**src/rtl/wb_stage.sv**
```systemverilog
// Write-back stage: commits register-file, CSR and TLB writes, and raises
// exceptions/ertn as a same-cycle pipeline flush.
module wb_stage #(
   parameter int CNT_W = 64
) (
   input  logic         clk,
   input  logic         reset,
   input  logic         MEM_to_WB_valid,
   input  logic [216:0] MEM_to_WB_bus,
   output logic         WB_allowin,
   output logic         out_WB_valid,
   output logic         rf_we,
   output logic [4:0]   rf_waddr,
   output logic [31:0]  rf_wdata,
   output logic [13:0]  csr_num,
   input  logic [31:0]  csr_rvalue,
   output logic         csr_we,
   output logic [31:0]  csr_wmask,
   output logic [31:0]  csr_wvalue,
   output logic         wb_ex,
   output logic [5:0]   wb_ecode,
   output logic [8:0]   wb_esubcode,
   output logic [31:0]  wb_pc,
   output logic [31:0]  wb_vaddr,
   output logic         ertn_flush,
   output logic         exec_flush,
   output logic         tlbsrch_we,
   output logic         tlbrd_we,
   output logic         tlbwr_we,
   output logic         tlbfill_we,
   output logic         tlbsrch_hit,
   output logic [3:0]   tlbsrch_index,
   output logic [31:0]  debug_wb_pc,
   output logic [3:0]   debug_wb_rf_we,
   output logic [4:0]   debug_wb_rf_wnum,
   output logic [31:0]  debug_wb_rf_wdata
);

   typedef struct packed {
      logic        tlbsrch;
      logic        hit;
      logic [3:0]  index;
      logic        tlbrd;
      logic        tlbwr;
      logic        tlbfill;
      logic        invtlb;
      logic        adef;
      logic        ine;
      logic        ale;
      logic [31:0] ex_baddr;
      logic        brk;
      logic        rdcntid;
      logic        rdcntvl;
      logic        rdcntvh;
      logic [14:0] ex_code;
      logic [31:0] rj;
      logic [31:0] rkd;
      logic        syscall;
      logic        ertn;
      logic        csrrd;
      logic        csrwr;
      logic        csrxchg;
      logic [13:0] csr_num;
      logic [31:0] pc;
      logic        gr_we;
      logic [4:0]  dest;
      logic [31:0] result;
   } wb_bus_t;

   wb_bus_t          r_bus;
   logic             r_valid;
   logic [CNT_W-1:0] r_cnt;

   logic        w_ready_go;
   logic        w_ex_any;
   logic        w_commit;
   logic [63:0] w_cnt_ext;
   logic        w_unused_ok;

   assign w_ready_go   = 1'b1;
   assign WB_allowin   = ~r_valid | w_ready_go;
   assign out_WB_valid = r_valid;

   // NOTE: sequential state uses non-blocking assignments so every register samples pre-edge values.
   always_ff @(posedge clk or negedge reset) begin
      if (!reset)          r_valid <= 1'b0;
      else if (exec_flush) r_valid <= 1'b0;
      else                 r_valid <= MEM_to_WB_valid;
   end

   // NOTE: the payload register is deliberately not reset; r_valid qualifies every use of it.
   always_ff @(posedge clk) begin
      if (MEM_to_WB_valid && WB_allowin && !exec_flush) r_bus <= wb_bus_t'(MEM_to_WB_bus);
   end

   always_ff @(posedge clk or negedge reset) begin
      if (!reset) r_cnt <= '0;
      else        r_cnt <= r_cnt + CNT_W'(1);
   end

   assign w_cnt_ext   = 64'(r_cnt);
   assign w_unused_ok = ^{r_bus.ex_code, r_bus.invtlb};

   assign w_ex_any    = r_valid & (r_bus.adef | r_bus.ine | r_bus.syscall | r_bus.brk | r_bus.ale);
   assign w_commit    = r_valid & ~w_ex_any;
   assign wb_ex       = w_ex_any;
   assign wb_esubcode = 9'h000;
   assign wb_pc       = r_bus.pc;
   assign wb_vaddr    = (r_bus.adef | r_bus.ale) ? r_bus.ex_baddr : 32'h0;
   assign ertn_flush  = w_commit & r_bus.ertn;
   assign exec_flush  = wb_ex | ertn_flush;

   // NOTE: every combinational output gets a default first so no latch is inferred.
   always_comb begin
      wb_ecode = 6'h00;
      if (w_ex_any) begin
         if (r_bus.adef)         wb_ecode = 6'h08;
         else if (r_bus.ine)     wb_ecode = 6'h0D;
         else if (r_bus.syscall) wb_ecode = 6'h0B;
         else if (r_bus.brk)     wb_ecode = 6'h0C;
         else                    wb_ecode = 6'h09;
      end
   end

   always_comb begin
      rf_wdata = r_bus.result;
      if (r_bus.csrrd | r_bus.csrwr | r_bus.csrxchg | r_bus.rdcntid) rf_wdata = csr_rvalue;
      else if (r_bus.rdcntvl)                                      rf_wdata = w_cnt_ext[31:0];
      else if (r_bus.rdcntvh)                                      rf_wdata = w_cnt_ext[63:32];
   end

   assign rf_we    = w_commit & r_bus.gr_we;
   assign rf_waddr = r_bus.dest;

   // rdcntid reads the TID CSR through the normal CSR read port.
   assign csr_num    = r_bus.rdcntid ? 14'h040 : r_bus.csr_num;
   assign csr_we     = w_commit & (r_bus.csrwr | r_bus.csrxchg);
   assign csr_wmask  = r_bus.csrxchg ? r_bus.rj : 32'hFFFF_FFFF;
   assign csr_wvalue = r_bus.rkd;

   assign tlbsrch_we    = w_commit & r_bus.tlbsrch;
   assign tlbrd_we      = w_commit & r_bus.tlbrd;
   assign tlbwr_we      = w_commit & r_bus.tlbwr;
   assign tlbfill_we    = w_commit & r_bus.tlbfill;
   assign tlbsrch_hit   = r_bus.hit;
   assign tlbsrch_index = r_bus.index;

   assign debug_wb_pc       = r_bus.pc;
   assign debug_wb_rf_we    = {4{rf_we}};
   assign debug_wb_rf_wnum  = r_bus.dest;
   assign debug_wb_rf_wdata = rf_wdata;

endmodule

```
**config.mk**
```make
export PLATFORM = sky130hd
export DESIGN_NAME = wb_stage
export DESIGN_NICKNAME = d
export VERILOG_FILES = /design/src/rtl/wb_stage.sv
export SDC_FILE = /design/constraint.sdc
export NUM_CORES = 1
export LEC_CHECK = 0
export ABC_AREA = 1
export CAP_MARGIN = 40
export CORE_AREA = 3 3 204 206
export CTS_CLUSTER_SIZE = 30
export DETAILED_ROUTE_END_ITERATION = 12
export DIE_AREA = 0 0 207 209
export PLACE_DENSITY_LB_ADDON = 0.15
export SLEW_MARGIN = 20
export SYNTH_ARGS = -nofsm -noshare
export SYNTH_HDL_FRONTEND = slang
export SYNTH_SLANG_ARGS = --single-unit
```
**constraint.sdc**
```tcl
create_clock -name clk -period 7.53 [get_ports clk]
set_input_delay 1.506 -clock clk [delete_from_list [all_inputs] [get_ports clk]]
set_output_delay 1.506 -clock clk [all_outputs]
set_load 0.01 [all_outputs]
```
==> results of run 1 <==
==> layer usage <==
layer	vias up	track usage
met5	-	0
met2	394	0.316
met1	4390	0.220
li1	4604	-
met3	61	0.0739
met4	12	0.0520
==> cell families (layout without fill, tap and decap cells) <==
group,count (synthesis),count (layout),synth area share
AOI/OAI and AO/OA,116,116,0.0523
other,2,14,0.000597
buffers and inverters,289,682,0.134
xor gates and xnor gates,32,32,0.0223
and+or+nand+nor,525,525,0.181
DFF,266,266,0.609
adders and majority gates,1,1,0.000994
==> final cells by class <==
cell class | instances | area, um^2 | area share
flip-flops and latches | 266 | 7660 | 0.418
repair buffers | 516 | 5240 | 0.286
multi-input cells | 686 | 3280 | 0.179
clock buffers | 42 | 881 | 0.0481
well taps | 525 | 657 | 0.0358
inverters | 105 | 402 | 0.0219
clock inverters | 19 | 198 | 0.0108
diodes | 2 | 5.00 | 0.000273
==> synth_stat cells <==
master      n
dfrtp_1    65
nor3_1      3
buf_4     159
o21ai_0    70
a21oi_1     1
buf_1       2
xor2_1     12
clkbuf_1   23
nand2_2    12
nand3_1    17
nor2_4      7
nand4_1    10
or2_2      33
nand3b_1    2
inv_1     103
o211ai_1   31
inv_2       2
nand2_4     5
conb_1      2
nand2_1   257
nor2_1    170
ha_1        1
edfxtp_1  201
xnor2_1    20
nor2_2      7
nor2_8      2
o21ai_1    14
==> stage by stage <==
stage,area [um^2],cells
after floorplan,12600,1241
after global placement,17100,2093
after detailed placement,17200,2098
after CTS,18300,2159
after global routing,18300,2161
final,18300,2161
==> worst register-to-register path, stage by stage, from the launching register on <==
cell	delay, ps
edfxtp_1	440
nor2_1	160
nand3_1	110
nand2_1	110
inv_1	130
nor2_1	160
nand2_1	140
inv_8	350
buf_4	450
buf_16	290
==> power by group through the flow <==
stage / Combinational (mW) / Sequential, mW / Clock, mW
after global placement: 0.475 / 1.71 / 0
after floorplan: 0.200 / 1.72 / 0
final: 0.481 / 1.68 / 1.58
after detailed placement: 0.488 / 1.71 / 0
after global routing: 0.514 / 1.69 / 1.70
after CTS: 0.491 / 1.68 / 1.64
==> state kept, by name, summed over array words and instances, names as in the netlist <==
register and cells:
csr_wvalue 32, debug_wb_pc 32, debug_wb_rf_wnum 5, out_WB_valid 1
r_bus 127, r_cnt 64, tlbsrch_hit 1, tlbsrch_index 4
==> path summary, 6_finish.rpt <==
path / endpoint / slack (ps) / cells past startpoint / start
worst max register to register: r_bus[84] / 4790 / 9 / r_bus[206]
max in group asynchronous: r_cnt[60] / 6020 / 3 / reset
worst max-delay path: rf_wdata[31] / 2780 / 7 / r_bus[168]
worst min register to register: r_cnt[63] / 490 / 2 / r_cnt[63]
min in group asynchronous: r_cnt[23] / 980 / 2 / reset
worst min-delay path: r_cnt[63] / 490 / 2 / r_cnt[63]
==> flow_summary.ini, run 1 <==
[run_status]
status = finished, final reports clean

[global_route]
antenna_found_initial = 8
grt_overflow = 0
grt_start_max_net_pins = 75
grt_pass1_wl_mm = 60.9
grt_pass1_vias = 9557
grt_use_total = 0.186

[sta]
finalWorstSetupSlack_ps = 2780
skew_ps = 15.9
finalMaxSlewViolations = 0
hold_viol = 0
hold_ws_ps = 485
fin_crit_ps = 4750
tightest_slew_ps = 797
relSlewSlack = 0.463
rsz0062_at_grt = no
fmax_ghz = 0.210
final.setup.tns_ps = 0
post-route-period-util = 0.631
finalSetupViolCount = 0

[hold_path]
hold_path_class = register to register

[routing]
wl_met1_mm = 16.1
drt-total-wl_mm = 41.5
viasPerCell = 4.38
drtIter0Drc = 490
wl_met2_mm = 20.3
dr_wl_met3_mm = 4.08
wl_per_cell_um = 19.2
vias = 9461
drc = 0
dr.pass1.iters = 5
routed.top_layer = met5
ant_nets = 0

[power_and_ir_drop]
comb_power_share = 0.128
p_sw_frac = 0.231
powerDensity_mw_per_mm2 = 205
vdd_drop_max_mv = 0.176
internal_power_mw = 2.88
leakage_nw = 6.98
p_total_mw = 3.75
power.switching_mw = 0.866
power_frac_clock = 0.423
p_seq_frac = 0.449

[layout]
nFillCells = 3782
nets = 1862
area_delta_synth_final_pct = 45.6
drive_above_1_share = 0.0802
finish.utilization = 0.460
final_cell_mix = clkdlybuf4s50_1 (505), nand2_1 (257), edfxtp_1 (201), nor2_1 (169), inv_1 (102)
final_common_cell = clkdlybuf4s50_1

[floorplanning]
start_util = 0.316
core.rowCount = 73
die-area_mm2 = 0.0433
fp.dieW_um = 207
die_y_um = 209
ios = 535
core-area_mm2 = 0.0398

[clock_tree]
path_clk_slew_ps = 50
root_buffer = clkbuf_16
post_cts_buffers = 0
clk_latency_ps = 530
cts_hold_buf = 0
cts_buffer_depth = 3
cts_sinks = 266
cts-resized-gates = 0
htree_num_levels = 2
cts_buffers = 34
cts_tree = built

[logic_synthesis]
synth.top_cells.by_area = edfxtp_1 (48%), dfrtp_1 (13%), buf_4 (9.5%)
syn_area_mm2 = 0.0126
ys_types = 27
synth_top_cell_area_share = 0.480
yosys_warnings = 0
syn_avg_cell_area_um2 = 10.2
synthCells = 1231
synth_top_cell_by_area = edfxtp_1
ys_seq_area_frac = 0.609
ys_ff_latch = 266

[place]
dpl_worst_slack_ps = 3160
gp_congestion = 0.866
port_buffers = 506
hpwl_mm = 32.7

[critical_path]
arrival_ps = 3250
worst-path-max-fanout = 33
cp_cell_sequence = inv_2 > buf_4 > nand2_1 > o211ai_1 > o21ai_0 > o21ai_0 > clkdlybuf4s50_1
crit_path_frequent_cell = o21ai_0
path_buf_inv = 3
start_kind = register
slowest_stage = clkdlybuf4s50_1
slowest_delay_ps = 590
critPathCaptureType = output port
cp.required_ps = 6020
cpLargestDelayFamily = buffers and inverters
worstSetupPathType = register to output port

[run]
cap_violations = 0
No activity file was read; power rests on OpenSTA's default activity.
==> inputs of run 2 (changes only) <==
CORE_AREA = 3 3 207 209   (was 3 3 204 206)
DIE_AREA = 0 0 210 212   (was 0 0 207 209)
clock period = 3.8 ns   (was 7.53 ns; I/O delays follow)
==> run 2 against run 1 <==
  * Die area up 2.9%
  * Largest power group unchanged
  * Sequential power up 98%
  * Setup slack worse by 2500 ps
  * Clock skew down 1.5 ps
  * Wire length up 0.31%
  * Sequential cell count unchanged
  * Clock power up 87%
  * Critical path depth unchanged
  * Power up 93%
  * Core utilization down 1.5 points
==> flow_summary.ini, run 2 (synthesis results as in run 1) <==
[sta]
rsz0062_at_grt = no
hold_viol = 0
skew_ps = 14.4
relSlewSlack = 0.488
fmax_ghz = 0.286
fin_crit_ps = 3490
finalMaxSlewViolations = 0
hold_ws_ps = 90.7
tightest_slew_ps = 760
finalSetupViolCount = 0
post-route-period-util = 0.919

[power_and_ir_drop]
powerDensity_mw_per_mm2 = 397
vdd_drop_max_mv = 0.333
leakage_nw = 6.96
p_total_mw = 7.24

[critical_path]
cpLargestDelayFamily = buffers and inverters
arrival_ps = 2730
r2r_setup_slack_ps = 1430
slowest_delay_ps = 600
slowest_stage = clkdlybuf4s50_1
start_kind = register
worstSetupPathType = register to output port
cp.required_ps = 3040
worst-path-max-fanout = 22
critPathCaptureType = output port
crit_path_frequent_cell = o21ai_0
path_buf_inv = 3
cp_cell_sequence = inv_2 > buf_4 > nand2_1 > o211ai_1 > o21ai_0 > o21ai_0 > clkdlybuf4s50_1

[global_route]
grt_start_max_net_pins = 72
grt_use_total = 0.184
antenna_found_initial = 3
grt_pass1_wl_mm = 61.1
grt_overflow = 0
grt_pass1_vias = 9837

[clock_tree]
clk_latency_ps = 540
cts_sinks = 266
root_buffer = clkbuf_16
post_cts_buffers = 0
cts_buffers = 34
cts_tree = built
cts_hold_buf = 0
htree_num_levels = 2
cts-resized-gates = 0
path_clk_slew_ps = 50
cts_buffer_depth = 3

[hold_path]
hold_path_class = input pin to asynchronous set/reset pin

[routing]
wl_per_cell_um = 19.2
dr.pass1.iters = 4
drc = 0
drtIter0Drc = 443
drt-total-wl_mm = 41.7
viasPerCell = 4.41
ant_nets = 0
vias = 9566

[layout]
n_antenna_cell = 0
largest_reg_flops = 127
drive_above_1_share = 0.0806
final_common_cell = clkdlybuf4s50_1
area_delta_synth_final_pct = 45.1
nets = 1866
final_cell_mix = clkdlybuf4s50_1 (505), nand2_1 (257), edfxtp_1 (201), nor2_1 (168), inv_1 (101)
reg.largest.list = r_bus x127, r_cnt x64
regMostFlops = r_bus

[floorplanning]
die-area_mm2 = 0.0445
core-area_mm2 = 0.0410
core.rowCount = 74
fp.dieW_um = 210
start_util = 0.307
die_y_um = 212
ios = 535

[run]
cap_violations = 0

[place]
gp_congestion = 0.894
hpwl_mm = 33.0
port_buffers = 506

[run_status]
status = finished, final reports clean
run 2: stage by stage:
| stage | TNS [ps] | util | cells | instance area (um^2) | setup slack (ps) |
|---|---|---|---|---|---|
| floorplan | -143340 | - | 1241 | 12600 | -710 |
| global placement | 0 | 0.420 | 2108 | 17200 | 831 |
| detailed placement | 0 | 0.420 | 2109 | 17200 | 822 |
| CTS | 0 | 0.445 | 2169 | 18300 | 215 |
| global route | 0 | 0.445 | 2169 | 18300 | 108 |
| finish | 0 | 0.445 | 2169 | 18300 | 309 |
run 2: power breakdown:
group	switching, mW	internal, mW
clock	1.26	1.70
sequential	0.0395	3.29
combinational	0.398	0.547
total	1.70	5.54
run 2: per-layer routing:
metal	vias to the layer above	global-route usage	routed length, um
met2	378	0.317	20500
met4	6	0.0595	1050
met5	-	0	34
li1	4604	-	-
met1	4508	0.218	16700
met3	70	0.0602	3440
run 2: path summary, 6_finish.rpt:
| kind | start | to | depth (start not counted) |
|---|---|---|---|
| worst max-delay path | r_bus[168] | rf_wdata[30] | 7 |
| worst min register to register | r_cnt[63] | r_cnt[63] | 2 |
| worst min-delay path | reset | r_cnt[9] | 1 |
| min in group clk | r_cnt[63] | r_cnt[63] | 2 |
| worst max register to register | r_bus[206] | tlbsrch_index[0] | 8 |
| max in group asynchronous | reset | r_cnt[30] | 3 |
run 2: worst register-to-register path, delay by kind of cell, from the launching register on:
family	cells	cell delay, ps
and+or+nand+nor	5	660
DFF	1	430
buffers and inverters	3	860
run 2: layout make-up:
type	instances	area (um^2)
inverters	105	398
fillers	3940	22800
flip-flops and latches	266	7660
clock buffers	44	910
repair buffers	520	5230
clock inverters	16	98.8
multi-input cells	686	3290
well taps	532	666
